File: src/rtl/irq_controller.sv
// Prioritised interrupt controller feeding the Beta irq input: synchronises and edge-detects
// peripheral lines, latches pending requests and presents one at a time with its handler vector.
module irq_controller #(
    parameter int          NUM_SRC    = 4,
    parameter logic [31:0] VEC_BASE   = 32'h8000_0008,
    parameter logic [31:0] VEC_STRIDE = 32'd4,
    localparam int         IDW        = $clog2(NUM_SRC)
) (
    input  logic               clk,
    input  logic               rst_n,
    input  logic [NUM_SRC-1:0] irq_src,
    input  logic [NUM_SRC-1:0] irq_mask,
    input  logic               supervisor,
    input  logic               instr_boundary,
    input  logic               eoi,
    input  logic [IDW-1:0]     eoi_id,
    output logic               irq,
    output logic [31:0]        irq_vec,
    output logic [IDW-1:0]     irq_id,
    output logic [NUM_SRC-1:0] pending,
    output logic               busy
);
    typedef enum logic [1:0] {IDLE, REQ, SERVICE} state_t;

    state_t             state, state_nx;
    logic [NUM_SRC-1:0] sync1, sync2, prev;
    logic [NUM_SRC-1:0] rise, eligible, clr;
    logic [IDW-1:0]     winner;
    logic               any_eligible;
    logic               ack;
    logic               irq_nx, busy_nx;
    logic [IDW-1:0]     id_nx;
    logic [31:0]        vec_nx;

    // Two-flop synchroniser followed by a previous-value stage for rising-edge detect
    always_ff @(posedge clk or negedge rst_n) begin
        if (!rst_n) begin
            sync1 <= '0;
            sync2 <= '0;
            prev  <= '0;
        end else begin
            sync1 <= irq_src;
            sync2 <= sync1;
            prev  <= sync2;
        end
    end

    assign rise         = sync2 & ~prev;
    assign eligible     = pending & irq_mask;
    assign any_eligible = |eligible;
    assign clr          = ack ? (NUM_SRC'(1) << irq_id) : '0;

    // Fixed priority: lowest index wins
    always_comb begin
        winner = '0;
        for (int i = NUM_SRC - 1; i >= 0; i--) begin
            if (eligible[i]) winner = IDW'(i);
        end
    end

    // A new edge arriving in the ack cycle keeps the source pending (set wins)
    always_ff @(posedge clk or negedge rst_n) begin
        if (!rst_n) pending <= '0;
        else        pending <= (pending & ~clr) | rise;
    end

    always_ff @(posedge clk or negedge rst_n) begin
        if (!rst_n) begin
            state   <= IDLE;
            irq     <= 1'b0;
            irq_id  <= '0;
            irq_vec <= '0;
            busy    <= 1'b0;
        end else begin
            state   <= state_nx;
            irq     <= irq_nx;
            irq_id  <= id_nx;
            irq_vec <= vec_nx;
            busy    <= busy_nx;
        end
    end

    always_comb begin
        state_nx = state;
        irq_nx   = irq;
        id_nx    = irq_id;
        vec_nx   = irq_vec;
        busy_nx  = busy;
        ack      = 1'b0;
        unique case (state)
            IDLE: begin
                if (any_eligible && !supervisor) begin
                    state_nx = REQ;
                    irq_nx   = 1'b1;
                    id_nx    = winner;
                    vec_nx   = VEC_BASE + VEC_STRIDE * 32'(winner);
                end
            end
            // Committed request stays frozen until the control logic takes it
            REQ: begin
                if (instr_boundary) begin
                    state_nx = SERVICE;
                    irq_nx   = 1'b0;
                    busy_nx  = 1'b1;
                    ack      = 1'b1;
                end
            end
            SERVICE: begin
                if (eoi && (eoi_id == irq_id)) begin
                    state_nx = IDLE;
                    busy_nx  = 1'b0;
                end
            end
            default: state_nx = IDLE;
        endcase
    end

endmodule
File: config.mk
export PLATFORM = sky130hd
export DESIGN_NAME = irq_controller
export DESIGN_NICKNAME = d
export VERILOG_FILES = /design/src/rtl/irq_controller.sv
export SDC_FILE = /design/constraint.sdc
export NUM_CORES = 1
export LEC_CHECK = 0
export ABC_CLOCK_PERIOD_IN_PS = 1200
export BUFFER_PORTS_ARGS = -buffer_cell sky130_fd_sc_hd__buf_2
export CORE_ASPECT_RATIO = 1.1
export CORE_MARGIN = 8
export CORE_UTILIZATION = 44
export CTS_CLUSTER_SIZE = 8
export DETAILED_ROUTE_END_ITERATION = 10
export PLACE_DENSITY = 0.88
export REMOVE_ABC_BUFFERS = 1
export SKIP_CTS_REPAIR_TIMING = 1
export SLEW_MARGIN = 20
export SYNTH_ARGS = -nofsm -noshare
export SYNTH_HDL_FRONTEND = slang
export SYNTH_SLANG_ARGS = --single-unit
File: constraint.sdc
create_clock -name clk -period 1.2 [get_ports clk]
set_input_delay 0.06 -clock clk [delete_from_list [all_inputs] [get_ports clk]]
set_output_delay 0.06 -clock clk [all_outputs]
set_load 0.05 [all_outputs]
### Word-level counts from Yosys, hierarchy flattened

Cells that the tools add are included.

| word-level totals | value |
|---|---|
| register bits | 54 |
| input port bits | 15 |
| output and inout bits | 40 |
| word-level logic and storage cells | 51 |

| cells by class | value |
|---|---|
| add/subtract/negate cells | 1 |
| equal/unequal tests | 6 |
| shifts and indexed selects | 1 |
| multiplexer cells | 17 |
| bitwise logic cells | 6 |
| reduce and logical (&&, ||, !) cells | 11 |

Operators by type and width:

| kind | count |
|---|---|
| 32-bit by 4-bit adder with 32-bit output (first input constant) | 1 |
| 2-bit two-way mux | 7 |
| 4-bit bitwise AND | 3 |
| 3-bit AND reduction | 3 |
| 4-bit inverter | 2 |
| 1-bit two-way mux | 6 |
| 2-bit inequality test (second input constant) | 3 |
| 2-bit case mux with 3 select lines | 1 |
| 4-bit two-way mux | 1 |
| 4-bit OR | 1 |
| 1-bit case mux with 2 select lines | 2 |
| 2-bit nonzero test | 2 |
| 4-bit OR reduction | 1 |
| 1-bit by 2-bit left shift with 4-bit output (first input constant) | 1 |
| 2-bit by 1-bit == test with 1-bit output (second input constant) | 1 |
| 2-bit == test | 1 |
| 2-bit == test (second input constant) | 1 |
| 1-bit logical AND | 2 |
| 2-bit zero test | 1 |
| 2-bit AND reduction | 1 |
| 1-bit zero test | 1 |

### Longest topological paths before layout

| depth | value |
|---|---|
| depth after elaboration | 6 |
| gate-level depth with buffers | 3 |
| mapped depth without buffers | 3 |

### Worst setup path before layout

No wires, ideal clock.

| path | value |
|---|---|
| path type | register to register |
| start | register irq_id[0] |
| end | register busy |
| setup time | 0.126 ns |
| arrival | 1.259 ns |
| required time | 1.074 ns |
| setup slack | -0.185 ns |
| stages on the path, launching flop included | 4 |
| path buffers | 0 |
| period minus slack after synthesis | 1.385 ns |
| cells stage by stage | dfrtp_1 -> xnor2_1 -> nand3_1 -> o32a_1 |

| on the way | value |
|---|---|
| word-level cells in the longest chain between the ends | 4 |

Ends and longest elaborated chain:

| element | line | text |
|---|---|---|
| start: declaration | 19 | `output logic [IDW-1:0] irq_id,` |
| start signal: assignment | 77 | `irq_id <= id_nx;` |
| 2-bit == test | 109 | `if (eoi && (eoi_id == irq_id)) begin` |
| 1-bit logical AND | 109 |  |
| 2-bit inequality test (no line) | - |  |
| 3-bit AND reduction (no line) | - |  |
| end signal: assignment | 79 | `busy <= busy_nx;` |
| end: declaration | 21 | `output logic busy` |

Every way passes these cells.
A chain may end at the register's enable or synchronous reset.

### Final worst setup path

| path | value |
|---|---|
| start | register state[1] |
| end | register pending[2] |

| on the way | value |
|---|---|
| word-level cells in the longest chain between the ends | 6 |

Ends and longest elaborated chain:

| element | line | text |
|---|---|---|
| start: declaration | 25 | `state_t state, state_nx;` |
| start signal: assignment | 75 | `state <= state_nx;` |
| 2-bit by 1-bit == test with 1-bit output | 90 | `unique case (state)` |
| 1-bit two-way mux | 90 |  |
| 4-bit two-way mux | 51 | `assign clr = ack ? (NUM_SRC'(1) << irq_id) : '0;` |
| 4-bit inverter | 64 | `else pending <= (pending & ~clr) \| rise;` |
| 4-bit bitwise AND | 64 |  |
| 4-bit OR | 64 |  |
| end signal: assignment | 64 |  |
| end: declaration | 20 | `output logic [NUM_SRC-1:0] pending,` |

Every way passes these cells.

==> results.json <==
{
  "place_area_um2": 1171,
  "cp_slowest_cell": "dfrtp_2",
  "first_pass_iters": 4,
  "synthXorXnorAreaFrac": 0.01620,
  "ys_seq_area_frac": 0.5556,
  "clk_pin_slew_ns": 0.12,
  "root_buffer": "clkbuf_4",
  "cts_tree": "built",
  "timing.hold.ws_ns": 0.05481,
  "failed_checks": "setup timing",
  "critPathRequiredTime_ns": 1.39,
  "clk_latency_ns": 0.30,
  "gp_congestion": 0.8267,
  "finalSetupViolCount": 1,
  "tightestPinTransition_ns": 0.5211,
  "die_h_um": 67.99,
  "clock-sinks": 24,
  "grt_util_all_layers": 0.09629,
  "rsz0062_at_grt": "yes",
  "synthMuxAreaShare": 0,
  "cpPeakStageDelay_ns": 0.47,
  "fin_area_um2": 1304,
  "cp-start-kind": "register",
  "max-slew-margin-rel": 0.6526,
  "rrSetupSlack_ns": -0.02,
  "r2r-end": "pending[2]$_DFF_PN0_",
  "grt_max_degree": 25,
  "min_period_ns": 1.220,
  "slew_violations": 0,
  "die-area_um2": 4301,
  "hold_viol": 0,
  "vias": 732,
  "h-tree-depth": 1,
  "via_per_inst": 4.410,
  "reg2reg_from": "state[1]$_DFFE_PN0P_",
  "fmax_mhz": 819.8,
  "num-nets-final": 151,
  "critical_path.cell_chain": "nand3b_1, o31ai_1, o21ai_0",
  "ant_nets": 0,
  "antenna_found_initial": 0,
  "netlist.area_leader.share": 0.5556,
  "netlist_area_um2": 1081,
  "synth-warning-count": 0,
  "p_per_area_nw_per_um2": 2491,
  "syn_inst": 94,
  "synth.avg_cell_area_um2": 11.50,
  "min_delay_worst_endpoint": "irq_id[0]$_DFFE_PN0P_",
  "first_iter_violations": 32,
  "yosysTopAreaCell": "dfrtp_1",
  "status": "finished with violations",
  "hold_path_class": "in2reg",
  "ys_types": 20,
  "num_io_pins": 55,
  "cp.arrival_ns": 1.41,
  "crit_path_end_kind": "register",
  "maxCapViolations": 0,
  "layout_commonest_cell": "conb_1",
  "r2r_cells": 3,
  "n_antenna_cell": 0,
  "fp-row-count": 19,
  "hold_depth": 3,
  "start_util": 0.4458,
  "power_mw": 3.247,
  "port_buffers": 26,
  "drive_gt1_frac": 0.3333,
  "die_w_um": 63.26,
  "layout_common_cells": "28 x conb_1, 22 x dfrtp_1, 22 x buf_2",
  "worst-setup-path-type": "reg2reg",
  "synthTopCellsByArea": "dfrtp_1 56%, buf_4 21%, a22o_1 4.1%",
  "post-dp-hpwl_mm": 1.741,
  "synth_fa_ha_area_frac": 0,
  "hp-start": "irq_mask[0]",
  "worst_ir_drop_vdd_mv": 1.659,
  "synth_compound_area_frac": 0.1296,
  "fin_crit_sh": 1.017,
  "wirelength_mm": 2.292,
  "cts_buffers": 3,
  "clk_path_buf_depth": 2,
  "grt_pass1_vias": 781,
  "routedWlPerCell_um": 13.81,
  "area_growth_pct": 20.60,
  "grt_overflow": 0,
  "drc": 0,
  "fin_ws_ns": -0.01983,
  "grt_pass1_wl_mm": 3.332,
  "clock_skew_ns": 0.001221,
  "power.leakage_nw": 0.6494,
  "utilization": 0.5377,
  "crit_fanout": 6,
  "yosys.area_share.simple": 0.05903,
  "synth_seq_cells": 24,
  "synth_top_family_by_area": "buffers and inverters",
  "fp.coreArea_um2": 2425
}
[final cells by class]
type | instances | area [um2]
clock buffer | 4 | 36.28
fill | 208 | 1121
inverter | 8 | 30.03
multi-input combinational | 59 | 335.3
sequential | 24 | 603.1
tap | 31 | 38.79
timing repair buffer | 40 | 260.3
[report_power, final]
| part | total, mW | switching, mW | internal, mW |
|---|---|---|---|
| logic | 1.71 | 1.20 | 0.509 |
| clock network | 0.406 | 0.220 | 0.185 |
| registers | 1.14 | 0.143 | 0.993 |
| total | 3.25 | 1.56 | 1.69 |
[cell usage after synthesis]
library cell	count
buf_4	30
dfrtp_1	24
inv_1	8
a22o_1	5
nand2_1	4
o31ai_1	4
o21ai_0	3
a21oi_1	2
nand3_1	2
xnor2_1	2
a22oi_1	1
a31o_2	1
a32o_1	1
and3b_1	1
conb_1	1
nand2b_1	1
nand3b_1	1
nor3_4	1
o21ai_1	1
o32a_1	1
[worst max-delay path: cells and delay by family, from the launching register on]
family / cells / cell delay, ns
DFF: 1 / 0.47
and+or+nand+nor: 1 / 0.24
AOI/OAI and AO/OA: 2 / 0.39
[layer usage]
| layer | global-route usage | part of all wire | vias to the layer above |
|---|---|---|---|
| met5 | 0 | 0 | - |
| met4 | 0.05292 | 0.0092 | 0 |
| met3 | 0.07365 | 0.16 | 4 |
| met2 | 0.1434 | 0.46 | 44 |
| met1 | 0.09735 | 0.37 | 347 |
| li1 | - | - | 337 |
[through the flow]
stage / setup TNS [ns] / cells / setup slack (ns)
2_1_floorplan: -2.454 / 91 / -0.4847
3_3_place_gp: 0 / 154 / 0.02508
3_5_place_dp: -0.03448 / 154 / -0.03448
4_1_cts: -0.06802 / 158 / -0.05214
5_1_grt: -0.3254 / 166 / -0.08239
6_report: -0.01983 / 166 / -0.01983
[registers in the layout (all words and copies together), names as in the netlist]
| register | flops |
|---|---|
| sync2 | 4 |
| irq_vec | 3 |
| sync1 | 4 |
| irq | 1 |
| prev | 4 |
| pending | 4 |
| busy | 1 |
| irq_id | 1 |
| state | 2 |
[kinds of logic after synthesis]
| kind of cell | after synthesis |
|---|---|
| AND/OR/NAND/NOR | 10 |
| XOR/XNOR | 2 |
| AO/OA/AOI/OAI | 19 |
| other | 1 |
| flip-flops | 24 |
| buffers and inverters | 38 |
[worst max path at each step]
stage | from | endpoint | cells after the start | slack (ns)
floorplan | irq_id[0]$_DFFE_PN0P_ | busy$_DFFE_PN0P_ | 3 | -0.48
global placement | state[1]$_DFFE_PN0P_ | pending[2]$_DFF_PN0_ | 3 | 0.03
detailed placement | state[1]$_DFFE_PN0P_ | pending[2]$_DFF_PN0_ | 3 | -0.03
CTS | state[1]$_DFFE_PN0P_ | pending[2]$_DFF_PN0_ | 3 | -0.05
global route | state[0]$_DFFE_PN0P_ | irq_vec[3]$_DFFE_PN0P_ | 3 | -0.08
finish | state[1]$_DFFE_PN0P_ | pending[2]$_DFF_PN0_ | 3 | -0.02
(Power assumes the default switching activity.)
